===== src/rtl/gpio_pkg.sv =====
// gpio_pkg: shared definitions for the GPIO interrupt bank.
//   - Register index encodings as seen in addr[LSB+2:LSB].
//   - Bus handshake FSM state encoding.
package gpio_pkg;

    localparam logic [2:0] GPIO_IN     = 3'd0;
    localparam logic [2:0] GPIO_OUT    = 3'd1;
    localparam logic [2:0] GPIO_EN     = 3'd2;
    localparam logic [2:0] GPIO_MODE   = 3'd3;
    localparam logic [2:0] GPIO_POL    = 3'd4;
    localparam logic [2:0] GPIO_STATUS = 3'd5;

    typedef enum logic [1:0] {
        ST_IDLE = 2'd0,
        ST_WAIT = 2'd1,
        ST_DONE = 2'd2
    } bus_state_t;

endpackage


===== src/rtl/gpio_sync_edge.sv =====
// gpio_sync_edge: multi-flop synchroniser for asynchronous GPIO inputs plus
// rise/fall detection on the synchronised value.
// Ports:
//   clk, rst       clock, asynchronous active-low reset
//   inp   [W]      asynchronous external inputs
//   sync  [W]      inputs after SYNC_STAGES flops
//   rise  [W]      sync went 0->1 this cycle (vs. previous sync)
//   fall  [W]      sync went 1->0 this cycle
module gpio_sync_edge #(
    parameter int unsigned WIDTH       = 32,
    parameter int unsigned SYNC_STAGES = 2
) (
    input  logic             clk,
    input  logic             rst,
    input  logic [WIDTH-1:0] inp,
    output logic [WIDTH-1:0] sync,
    output logic [WIDTH-1:0] rise,
    output logic [WIDTH-1:0] fall
);

    logic [WIDTH-1:0] chain [SYNC_STAGES];
    logic [WIDTH-1:0] prev;

    always_ff @(posedge clk or negedge rst) begin
        if (!rst) begin
            for (int unsigned i = 0; i < SYNC_STAGES; i++) begin
                chain[i] <= '0;
            end
            prev <= '0;
        end else begin
            chain[0] <= inp;
            for (int unsigned i = 1; i < SYNC_STAGES; i++) begin
                chain[i] <= chain[i-1];
            end
            prev <= chain[SYNC_STAGES-1];
        end
    end

    assign sync = chain[SYNC_STAGES-1];
    assign rise = ~prev & sync;
    assign fall = prev & ~sync;

endmodule


===== src/rtl/gpio_irq_bank.sv =====
// gpio_irq_bank: WIDTH-bit GPIO peripheral on an 8-bit memory bus with
// per-bit interrupt sources (enable, level/edge mode, polarity, W1C status).
// Ports:
//   clk, rst        clock, asynchronous active-low reset
//   cs, rd, wr      bus chip select / read / write request
//   addr  [ADDR_W]  byte address (lane in low bits, register index above)
//   data_i [8]      write data byte
//   data_o [8]      read data byte, 0 unless ready on a read
//   ready           handshake acknowledge, held until request drops
//   interrupt       registered OR of (STATUS & EN)
//   inp   [WIDTH]   asynchronous external inputs
//   out   [WIDTH]   OUT register
module gpio_irq_bank
    import gpio_pkg::*;
#(
    parameter int unsigned      WIDTH       = 32,
    parameter int unsigned      ADDR_W      = 32,
    parameter int unsigned      LATENCY     = 2,
    parameter int unsigned      SYNC_STAGES = 2,
    parameter logic [WIDTH-1:0] OUT_RESET   = '0
) (
    input  logic              clk,
    input  logic              rst,
    input  logic              cs,
    input  logic              rd,
    input  logic              wr,
    input  logic [ADDR_W-1:0] addr,
    input  logic [7:0]        data_i,
    output logic [7:0]        data_o,
    output logic              ready,
    output logic              interrupt,
    input  logic [WIDTH-1:0]  inp,
    output logic [WIDTH-1:0]  out
);

    localparam int unsigned LSB    = $clog2(WIDTH / 8);
    localparam int unsigned LANE_W = (LSB > 0) ? LSB : 1;
    localparam int unsigned IDX_HI = LSB + 3;
    localparam int unsigned CNT_W  = (LATENCY > 1) ? $clog2(LATENCY) : 1;
    localparam logic [CNT_W-1:0] CNT_LAST = CNT_W'((LATENCY > 0) ? LATENCY - 1 : 0);

    // ------------------------------------------------------------------
    // Address decode of the live bus (latched on accept)
    // ------------------------------------------------------------------
    logic [LANE_W-1:0] bus_lane;
    logic [2:0]        bus_idx;
    logic              bus_req;

    if (LSB > 0) begin : g_lane
        assign bus_lane = addr[LSB-1:0];
    end else begin : g_lane_single
        assign bus_lane = '0;
    end

    if (ADDR_W > IDX_HI) begin : g_addr_hi
        logic unused_addr_hi;
        assign unused_addr_hi = ^addr[ADDR_W-1:IDX_HI];
    end

    assign bus_idx = addr[LSB+2:LSB];
    assign bus_req = cs & (rd | wr);

    // ------------------------------------------------------------------
    // Bus FSM
    // ------------------------------------------------------------------
    bus_state_t state, state_nxt;

    logic [CNT_W-1:0]  cnt;
    logic [2:0]        lat_idx;
    logic [LANE_W-1:0] lat_lane;
    logic [7:0]        lat_data;
    logic              lat_wr;
    logic              entry;      // first cycle spent in DONE
    logic              wr_commit;
    logic [7:0]        rd_byte;

    always_ff @(posedge clk or negedge rst) begin
        if (!rst) begin
            state <= ST_IDLE;
        end else begin
            state <= state_nxt;
        end
    end

    always_comb begin
        state_nxt = state;
        ready     = 1'b0;
        data_o    = '0;
        unique case (state)
            ST_IDLE: begin
                if (bus_req) begin
                    state_nxt = (LATENCY == 0) ? ST_DONE : ST_WAIT;
                end
            end
            ST_WAIT: begin
                if (cnt == CNT_LAST) begin
                    state_nxt = ST_DONE;
                end
            end
            ST_DONE: begin
                ready = 1'b1;
                if (!lat_wr) begin
                    data_o = rd_byte;
                end
                if (!bus_req) begin
                    state_nxt = ST_IDLE;
                end
            end
            default: state_nxt = ST_IDLE;
        endcase
    end

    // rd&wr together latch as a write.
    always_ff @(posedge clk or negedge rst) begin
        if (!rst) begin
            cnt      <= '0;
            lat_idx  <= '0;
            lat_lane <= '0;
            lat_data <= '0;
            lat_wr   <= 1'b0;
            entry    <= 1'b0;
        end else begin
            entry <= (state_nxt == ST_DONE) && (state != ST_DONE);
            if ((state == ST_IDLE) && bus_req) begin
                lat_idx  <= bus_idx;
                lat_lane <= bus_lane;
                lat_data <= data_i;
                lat_wr   <= wr;
                cnt      <= '0;
            end else if (state == ST_WAIT) begin
                cnt <= cnt + CNT_W'(1);
            end
        end
    end

    // Writes take effect once, at the end of the first DONE cycle, so a
    // held request in DONE never re-applies a W1C or register write.
    assign wr_commit = (state == ST_DONE) && entry && lat_wr;

    // ------------------------------------------------------------------
    // Byte-lane masks and read mux
    // ------------------------------------------------------------------
    logic [LANE_W+2:0] lane_sh;
    logic [WIDTH-1:0]  wmask;
    logic [WIDTH-1:0]  wval;
    logic [WIDTH-1:0]  rd_word;
    logic [WIDTH-1:0]  rd_shift;

    logic [WIDTH-1:0] out_r, en_r, mode_r, pol_r, status_r;
    logic [WIDTH-1:0] in_sync, in_rise, in_fall;

    assign lane_sh = {lat_lane, 3'b000};
    assign wmask   = WIDTH'(8'hFF) << lane_sh;
    assign wval    = WIDTH'(lat_data) << lane_sh;

    always_comb begin
        rd_word = '0;
        unique case (lat_idx)
            GPIO_IN:     rd_word = in_sync;
            GPIO_OUT:    rd_word = out_r;
            GPIO_EN:     rd_word = en_r;
            GPIO_MODE:   rd_word = mode_r;
            GPIO_POL:    rd_word = pol_r;
            GPIO_STATUS: rd_word = status_r;
            default:     rd_word = '0;
        endcase
    end

    assign rd_shift = rd_word >> lane_sh;
    assign rd_byte  = rd_shift[7:0];

    // ------------------------------------------------------------------
    // Input synchroniser and interrupt sources
    // ------------------------------------------------------------------
    gpio_sync_edge #(
        .WIDTH       (WIDTH),
        .SYNC_STAGES (SYNC_STAGES)
    ) u_sync (
        .clk  (clk),
        .rst  (rst),
        .inp  (inp),
        .sync (in_sync),
        .rise (in_rise),
        .fall (in_fall)
    );

    logic [WIDTH-1:0] set_vec;
    logic [WIDTH-1:0] clr_vec;
    logic [WIDTH-1:0] edge_hit;
    logic [WIDTH-1:0] level_hit;

    assign edge_hit  = (pol_r & in_fall) | (~pol_r & in_rise);
    assign level_hit = in_sync ^ pol_r;
    assign set_vec   = en_r & ((mode_r & edge_hit) | (~mode_r & level_hit));
    assign clr_vec   = (wr_commit && (lat_idx == GPIO_STATUS)) ? wval : '0;

    // ------------------------------------------------------------------
    // Register file
    // ------------------------------------------------------------------
    always_ff @(posedge clk or negedge rst) begin
        if (!rst) begin
            out_r     <= OUT_RESET;
            en_r      <= '0;
            mode_r    <= '0;
            pol_r     <= '0;
            status_r  <= '0;
            interrupt <= 1'b0;
        end else begin
            if (wr_commit) begin
                unique case (lat_idx)
                    GPIO_OUT:  out_r  <= (out_r  & ~wmask) | wval;
                    GPIO_EN:   en_r   <= (en_r   & ~wmask) | wval;
                    GPIO_MODE: mode_r <= (mode_r & ~wmask) | wval;
                    GPIO_POL:  pol_r  <= (pol_r  & ~wmask) | wval;
                    default: ;
                endcase
            end
            // Set is OR-ed in after the clear so a same-cycle source wins.
            status_r  <= (status_r & ~clr_vec) | set_vec;
            interrupt <= |(status_r & en_r);
        end
    end

    assign out = out_r;

endmodule

===== config.mk =====
export PLATFORM = sky130hd
export DESIGN_NAME = gpio_irq_bank
export DESIGN_NICKNAME = d
export VERILOG_FILES = /design/src/rtl/gpio_pkg.sv /design/src/rtl/gpio_sync_edge.sv /design/src/rtl/gpio_irq_bank.sv
export SDC_FILE = /design/constraint.sdc
export NUM_CORES = 1
export LEC_CHECK = 0
export CORE_ASPECT_RATIO = 0.6
export CORE_UTILIZATION = 55
export CTS_BUF_LIST = sky130_fd_sc_hd__clkbuf_2 sky130_fd_sc_hd__clkbuf_4 sky130_fd_sc_hd__clkbuf_8
export DETAILED_ROUTE_END_ITERATION = 12
export PLACE_DENSITY = 0.74
export SLEW_MARGIN = 20
export SYNTH_ARGS = -nofsm -noshare
export SYNTH_HDL_FRONTEND = slang
export SYNTH_SLANG_ARGS = --single-unit

===== constraint.sdc =====
create_clock -name clk -period 3.6 [get_ports clk]
set_input_delay 0.9 -clock clk [delete_from_list [all_inputs] [get_ports clk]]
set_output_delay 0.9 -clock clk [all_outputs]
set_load 0.005 [all_outputs]

==> results.cfg, run 1 <==
[outcome]
status = finished with violations
violations = design-rule violations, negative setup slack

[floorplan]
die_y_um = 116.5
row_count = 41
initial_core_util_pct = 56.69
coreArea_sq_um = 21190
die_area_sq_um = 22450
pin_count = 119
fp.dieW_um = 192.8

[layout]
n_fill_cell = 1583
multiInputGateArea_sq_um = 4798
fin_nets = 1198
register_area_sq_um = 6888
post-route-util_pct = 68.31
drive_gt1_share_pct = 28.07
area_growth_pct = 20.50
diodes = 0

[power]
power_leakage_nw = 6.680
cellPowerDensity_nw_per_um2 = 638.2
peakVddDrop_mv = 0.4088

[timing]
setup_slack_ns = -0.03205
worst-slew-pin-transition_ns = 0.8169
timing.setup.tns_ns = -0.03205
drv_slew = 0
finalSetupViolations = 1
min_period_over_period_pct = 100.9
relSlewSlack_pct = 45.54
finalHoldViolations = 0
clock_skew_ns = 0.02242
rsz0062_at_grt = yes
fin_crit_ns = 3.632
max_freq_mhz = 275.3

[yosys]
synth_compound_area_share_pct = 10.09
syn_area_sq_um = 12010
syn_area_per_cell_sq_um = 12.26
synthAdderAreaFrac_pct = 0
synthSimpleGateAreaFrac_pct = 8.709
ys.flop_type = dfrtp_1
syn_nets = 1057
ys_types = 44
synth.yosys.seq_area_share_pct = 57.30
synthCells = 980
yosysWarnings = 0
async_flop_share_pct = 100.0
ys_seq_elements = 275
synth_mux_area_share_pct = 20.63
synthXorXnorAreaFrac_pct = 0.1458
synth_edf_count = 0
synth_top_family_by_area = multiplexers

[global_route]
grt_max_degree = 81
grt_pass1_vias = 8038
antenna_found_initial = 0
grt.overflow.total = 0
grt_pass1_wl_um = 47200
grt_usage_pct = 28.53

[placement]
numPortBuffers = 91
gp_congestion = 0.9363
hpwl_um = 20610
place_ws_ns = 0.2681

[routing]
viasPerCell = 6.067
wirelength_um = 31140
dr.pass1.iters = 12
route.detailed.drc = 8
wire_per_inst_um = 21.84
drt-initial-drc-count = 976
ant_nets = 0
routed-via-count = 8651

[cts]
cts_root_buffer = clkbuf_8
cts_tree = done
cts_hold_buf = 0
cts.clk_slew.worst_paths_ns = 0.07
cts_buffers = 40
clk_latency_ns = 0.56
cts_buffer_depth = 3
cts_sinks = 275
htree_levels = 2

[setup_path]
critPathArrivalTime_ns = 2.73
crit_path_end_kind = output pin
crit_fanout = 16
path_cells = buf_6 -> buf_16 -> buf_4 -> mux4_2 -> nand2_1 -> o21ai_0 -> a32oi_1 -> a31oi_1 -> dlygate4sd2_1
ff2ff_path_depth = 4
required_ns = 2.70
worstReg2RegStart = lat_lane[1]
r2r_end = out[29]
ff2ff_setup_slack_ns = 1.15
critical_path_class = reg -> out
crit_slowest_cell = dfrtp_4
crit_path_start_kind = flop
slowest_delay_ns = 0.54

[hold_path]
hold_class = in -> async

[run]
maxCapViolCount = 0
-- routing by layer --
| layer | share of wire [%] | GRT usage, % |
|---|---|---|
| met4 | 1.3 | 6.142 |
| met2 | 42 | 39.26 |
| met3 | 11 | 6.520 |
| met1 | 46 | 45.36 |
| met5 | 0.26 | 2.778 |
-- metrics by stage --
step	total power [mW]	instance area, sq um	hold slack, ns	std cells
after floorplan	5.311	12010	0.3312	980
after global placement	6.233	13360	0.3318	1334
after detailed placement	6.281	13360	0.3347	1334
after CTS	8.947	14250	0.3163	1407
after global routing	9.610	14470	0.3445	1426
final	9.236	14470	0.3195	1426
-- where the power goes --
group / leakage (nW) / switching [mW] / internal (mW)
combinational: 2.67 / 1.34 / 1.31
sequential: 3.57 / 0.633 / 3.42
clock: 0.438 / 1.17 / 1.37
-- synth_stat cells (2+ instances only) --
master / number / area [sq um]
buf_2: 14 / 70.07
o32ai_1: 2 / 17.52
nor2_4: 3 / 33.78
o22ai_1: 7 / 43.79
a22oi_1: 19 / 142.6
nor2_1: 15 / 56.30
mux2_2: 148 / 1667
o2bb2ai_1: 3 / 26.28
a22o_1: 32 / 280.3
nand2_1: 151 / 566.8
o211ai_1: 5 / 37.54
o21ai_0: 62 / 310.3
mux2i_1: 45 / 450.4
nand4_1: 4 / 25.02
nand2b_1: 7 / 43.79
nand2_2: 4 / 25.02
or3_1: 2 / 12.51
clkbuf_1: 22 / 82.58
dfrtp_1: 275 / 6882
nor2_2: 5 / 31.28
nor3_4: 6 / 97.59
and2_1: 3 / 18.77
xor2_1: 2 / 17.52
a222oi_1: 3 / 30.03
a21oi_1: 43 / 215.2
inv_1: 34 / 127.6
o221ai_1: 2 / 17.52
mux4_2: 16 / 360.4
a32oi_1: 4 / 35.03
buf_4: 8 / 60.06
nand3_1: 11 / 55.05
a31oi_1: 6 / 37.54
nor2b_1: 5 / 31.28
and3b_1: 2 / 17.52
-- worst max path at each step --
stage / startpoint / end / cells past startpoint
after floorplan: lat_idx[0] / data_o[5] / 6
after global placement: lat_idx[0] / data_o[6] / 7
after detailed placement: lat_idx[0] / data_o[1] / 7
after global routing: lat_idx[0] / data_o[2] / 9
final: lat_idx[0] / data_o[2] / 9
after CTS: lat_idx[0] / data_o[1] / 7
-- registers in the layout, summed over array words and instances (netlist names) --
register / cells
u_sync.prev: 32
cnt: 1
lat_data: 8
lat_wr: 1
lat_idx: 3
u_sync.sync: 32
lat_lane: 2
state: 2
entry: 1
mode_r: 32
u_sync.chain: 32
pol_r: 32
en_r: 32
status_r: 32
out: 32
interrupt: 1
-- logic make-up after synthesis --
kind of cell	count (synthesis)
XOR/XNOR	2
AND/OR/NAND/NOR	222
multiplexers	209
flip-flops	275
AO/OA/AOI/OAI	190
buffers and inverters	82
-- worst max-delay path: cells and delay by family, from the launching register on --
family / cells / cell delay [ns]
DFF: 1 / 0.54
AOI/OAI and AO/OA: 3 / 0.40
and+or+nand+nor: 1 / 0.08
muxes: 1 / 0.41
buffers and inverters: 4 / 0.73
-- final cells by class --
cell class / count / share of cell area [%]
multi-input combinational: 623 / 33.15
inverter: 34 / 0.8818
clock inverter: 6 / 0.2075
timing repair buffer: 147 / 10.37
clock buffer: 62 / 5.377
sequential: 275 / 47.59
tap: 279 / 2.412
-- placed cells by master (no fill, tap or decap), types with 3 or more instances in the layout --
cell,n
inv_1,34
a31oi_2,4
buf_6,4
nand2_1,149
nor2_2,5
nand2b_1,7
mux2_2,148
buf_4,39
dfrtp_1,272
clkbuf_8,50
clkbuf_4,12
o21ai_0,58
a21oi_1,43
a32oi_1,4
a22oi_1,19
nor3_4,6
and2_1,3
a222oi_1,3
o2bb2ai_1,3
a22o_1,32
nor2b_1,5
clkbuf_2,4
nand2_2,6
nor2_1,14
nand3_1,11
mux2i_1,45
o21ai_1,4
nor2_4,4
o22ai_1,7
nand4_1,4
buf_12,9
clkdlybuf4s50_1,82
o211ai_1,5
clkinv_2,6
mux4_2,16
-- repair_timing --
action,CTS,global route
gates resized for setup,13,26
buffers inserted,4,19
gates cloned,1,0
endpoints found under the setup margin,8,7
pin swaps,6,7
Note: power is estimated with default switching activity, not from simulation.
==> run 2, diff against run 1 <==
- CAP_MARGIN: default -> 20
- CELL_PAD_IN_SITES_DETAIL_PLACEMENT: default -> 0
- CELL_PAD_IN_SITES_GLOBAL_PLACEMENT: default -> 1
- CORE_MARGIN: default -> 2
- CORE_UTILIZATION: 55 -> 52
- PLACE_DENSITY: 0.74 -> 0.85
==> results.cfg, run 2 (synthesis results as in run 1) <==
[outcome]
status = completed

[placement]
hpwl_um = 21390
gp_congestion = 0.9023
dpl_cell_area_sq_um = 13370
numPortBuffers = 91

[timing]
worst-slew-pin-transition_ns = 0.8788
relSlewSlack_pct = 41.41
clock_skew_ns = 0.01893
finalSetupViolations = 0
drv_slew = 0
max_freq_mhz = 278.8
hold_ws_ns = 0.3386
rsz0062_at_grt = yes
fin_crit_ns = 3.586
min_period_over_period_pct = 99.62
finalHoldViolations = 0

[hold_path]
holdPathStages = 0
hold_path.startpoint = u_sync.chain[42]
worstHoldEndpoint = u_sync.sync[10]
hold_class = reg -> reg

[routing]
viasPerCell = 5.828
route.detailed.drc = 0
dr.pass1.iters = 5
drt-initial-drc-count = 964
wirelength_um = 32060
ant_nets = 0
routed-via-count = 8527
wire_per_inst_um = 21.92

[setup_path]
worstReg2RegStart = lat_lane[1]
path_cells = buf_12 -> buf_4 -> buf_4 -> mux2i_2 -> o22ai_1 -> a22o_1 -> a222oi_1 -> a21oi_2 -> clkbuf_2
critPathMostFrequentCell = buf_4
r2r_end = out[9]
critPathBufInv = 4
ff2ff_setup_slack_ns = 0.98
crit_path_end_kind = output pin
crit_fanout = 8
required_ns = 2.70
slowest_delay_ns = 0.55
ff2ff_path_depth = 5
path_delay_family = compound AO/OA/AOI/OAI gates
critical_path_class = reg -> out
crit_slowest_cell = dfrtp_4
crit_path_start_kind = flop
critPathArrivalTime_ns = 2.69
cp.depth = 9

[cts]
cts.clk_slew.worst_paths_ns = 0.07
htree_levels = 2
clk_latency_ns = 0.57
cts_hold_buf = 0
cts_buffers = 42
cts_root_buffer = clkbuf_8
cts_buffer_depth = 3
cts_tree = done
cts_sinks = 275

[layout]
drive_gt1_share_pct = 29.18
fin_area_sq_um = 14580
final_common_cell = dfrtp_1
area_growth_pct = 21.40
fin_nets = 1196
final_cell_mix = dfrtp_1 (273), nand2_1 (149), mux2_2 (148)
diodes = 0

[global_route]
antenna_found_initial = 0
grt_pass1_vias = 8279
grt_pass1_wl_um = 49870
grt.overflow.total = 0
grt_usage_pct = 27.17
grt_max_degree = 89

[floorplan]
initial_core_util_pct = 52.53
fp.dieW_um = 200.2
die_y_um = 121.7
coreArea_sq_um = 22870
row_count = 43
die_area_sq_um = 24370
pin_count = 119

[power]
cellPowerDensity_nw_per_um2 = 646.2
peakVddDrop_mv = 0.4056
power_leakage_nw = 6.682

[run]
maxCapViolCount = 0
[run 2: worst max-delay path by stage]
stage,from,to,slack (ns)
2_1_floorplan,lat_idx[0],data_o[5],1.16
3_3_place_gp,lat_idx[1],data_o[5],0.28
3_5_place_dp,lat_idx[1],data_o[5],0.28
4_1_cts,lat_idx[0],data_o[5],-0.11
5_1_grt,lat_idx[0],data_o[5],-0.12
6_report,lat_idx[0],data_o[5],0.01
[run 2: routing by layer]
metal  GRT usage, %  vias up  wire [um]
li1               -     3791          -
met1          41.94     4322      15130
met2          37.46      370      13360
met3          7.865       44       3063
met4          6.716        0        501
met5              0        -          0
[run 2: power breakdown]
group | total, mW | switching (mW) | internal [mW]
Combinational | 2.63 | 1.37 | 1.26
Sequential | 4.05 | 0.638 | 3.42
Clock | 2.74 | 1.19 | 1.55
[run 2: cell type report]
type | instances | area, sq um
Clock buffer | 70 | 888.4
Clock inverter | 3 | 17.52
Fill cell | 1777 | 8285
Inverter | 34 | 127.6
Multi-Input combinational cell | 623 | 4847
Sequential cell | 275 | 6887
Tap cell | 315 | 394.1
Timing Repair Buffer | 143 | 1419
[run 2: through the flow]
step           setup TNS [ns]  instances  total power, mW  setup slack, ns  util (%)
2_1_floorplan               0        980            5.311            1.156         -
3_3_place_gp                0       1371            6.266           0.2814     58.49
3_5_place_dp                0       1371            6.300           0.2842     58.49
4_1_cts               -0.2104       1460            9.355          -0.1090     63.51
5_1_grt               -0.2231       1463            9.841          -0.1199     63.76
6_report                    0       1463            9.422          0.01365     63.76
[run 2: repair_timing]
item,CTS,global route
buffers inserted,14,3
gates resized for setup,32,22
pin swaps,7,11
gates cloned,2,0
hold endpoints to repair,0,0
endpoints found under the setup margin,8,6
[run 2: worst reg2reg max path: stages, from the launching register on]
cell and delay [ns]:
dfrtp_1 0.55, nor2b_1 0.50, buf_4 0.24, nand2_2 0.14, nor2_2 0.65, mux2_2 0.42
==> run 3, diff against run 2 <==
- CORE_MARGIN: 2 -> 8
- SLEW_MARGIN: 20 -> default
==> results.cfg, run 3 (synthesis results as in run 1) <==
[layout]
diodes = 0
final_cell_mix = dfrtp_1 (272), nand2_1 (149), mux2_2 (148)
fin_nets = 1193
drive_gt1_share_pct = 28.21
final_common_cell = dfrtp_1
area_growth_pct = 21.09

[setup_path]
worstReg2RegStart = lat_lane[1]
crit_path_end_kind = output pin
critical_path_class = reg -> out
critPathArrivalTime_ns = 2.68
ff2ff_path_depth = 4
crit_fanout = 5
required_ns = 2.70
r2r_end = out[28]
ff2ff_setup_slack_ns = 1.07
crit_path_start_kind = flop

[run]
maxCapViolCount = 0

[routing]
wirelength_um = 32190
dr.pass1.iters = 5
wire_per_inst_um = 22.05
ant_nets = 0
drt-initial-drc-count = 879
viasPerCell = 5.839
route.detailed.drc = 0
routed-via-count = 8525

[timing]
hold_ws_ns = 0.2971
finalHoldViolations = 0
fin_crit_ns = 3.578
relSlewSlack_pct = 39.53
worst-slew-pin-transition_ns = 0.9070
drv_slew = 0
min_period_over_period_pct = 99.38
rsz0062_at_grt = yes
max_freq_mhz = 279.5
clock_skew_ns = 0.03126
finalSetupViolations = 0

[global_route]
grt_pass1_wl_um = 50920
antenna_found_initial = 0
grt_max_degree = 68
grt_pass1_vias = 8648
grt.overflow.total = 0
grt_usage_pct = 23.51

[floorplan]
coreArea_sq_um = 22870
row_count = 43
pin_count = 119
fp.dieW_um = 212.2
initial_core_util_pct = 52.53
die_y_um = 133.7
die_area_sq_um = 28380

[power]
peakVddDrop_mv = 0.4393
cellPowerDensity_nw_per_um2 = 644.6
totalPowerFinal_mw = 9.374
power_leakage_nw = 6.661

[cts]
clk_latency_ns = 0.58
cts_buffer_depth = 3
cts_root_buffer = clkbuf_8
htree_levels = 2
cts_buffers = 40
cts_tree = done
cts_sinks = 275
cts.clk_slew.worst_paths_ns = 0.07

[placement]
hpwl_um = 21800
numPortBuffers = 91
gp_congestion = 0.8738

[hold_path]
hold_class = in -> async

[outcome]
status = completed
run 3: changes by cell type in the layout (fill, tap and decap cells not counted), sizes merged:
cell,change
clkdlybuf4s15,+1
clkbuf,-7
clkinvlp,-1
inv,+1
dlygate4sd2,+2
bufinv,+1
dlymetal6s2s,-1
clkinv,+1
run 3: what timing repair did:
item,CTS,global route
hold buffers,0,0
pin swaps,9,12
endpoints found under the hold margin,0,0
gates cloned,2,0
resized for setup,28,13
buffers inserted,11,0
endpoints found under the setup margin,8,7
run 3: metrics by stage:
| stage | instance area (sq um) | utilization (%) | setup TNS (ns) | cells | setup slack, ns |
|---|---|---|---|---|---|
| floorplan | 12010 | - | 0 | 980 | 1.156 |
| global placement | 13440 | 58.76 | 0 | 1376 | 0.2111 |
| detailed placement | 13440 | 58.76 | 0 | 1376 | 0.2322 |
| CTS | 14520 | 63.50 | -0.04979 | 1460 | -0.04582 |
| global route | 14540 | 63.60 | -0.1401 | 1460 | -0.07766 |
| finish | 14540 | 63.60 | 0 | 1460 | 0.02227 |
run 3: how the worst max path moves through the flow:
stage | endpoint | cells past startpoint | start | slack (ns)
after CTS | data_o[4] | 8 | lat_idx[0] | -0.05
final | data_o[5] | 8 | lat_idx[0] | 0.02
after global placement | data_o[2] | 6 | lat_idx[0] | 0.21
after floorplan | data_o[5] | 6 | lat_idx[0] | 1.16
after detailed placement | data_o[5] | 6 | lat_idx[0] | 0.23
after global routing | data_o[5] | 8 | lat_idx[0] | -0.08
run 3: critical path, stage by stage (launching register included):
cell and delay [ns]:
dfrtp_4 0.50, buf_12 0.16, buf_6 0.11, mux4_2 0.42
nand2_2 0.08, o21ai_2 0.07, a222oi_1 0.47, a21oi_2 0.13
buf_2 0.17
run 3: area by class of cell:
| cell class | instances | area [sq um] |
|---|---|---|
| fillers | 1778 | 8323 |
| flip-flops and latches | 275 | 6888 |
| multi-input cells | 623 | 4808 |
| repair buffers | 142 | 1438 |
| clock buffers | 66 | 833.3 |
| well taps | 315 | 394.1 |
| inverters | 34 | 127.6 |
| clock inverters | 5 | 53.80 |
run 3: where the power goes:
| part | leakage [nW] | switching (mW) | internal [mW] |
|---|---|---|---|
| clock network | 0.474 | 1.19 | 1.53 |
| registers | 3.57 | 0.652 | 3.41 |
| logic | 2.62 | 1.34 | 1.24 |
run 3: layer usage:
layer / vias to the layer above / share of wire (%) / track usage [%]
met1: 4336 / 47 / 35.23
met3: 58 / 8.7 / 6.709
li1: 3790 / - / -
met4: 0 / 1.9 / 6.500
met5: - / 0 / 0
met2: 341 / 43 / 32.69
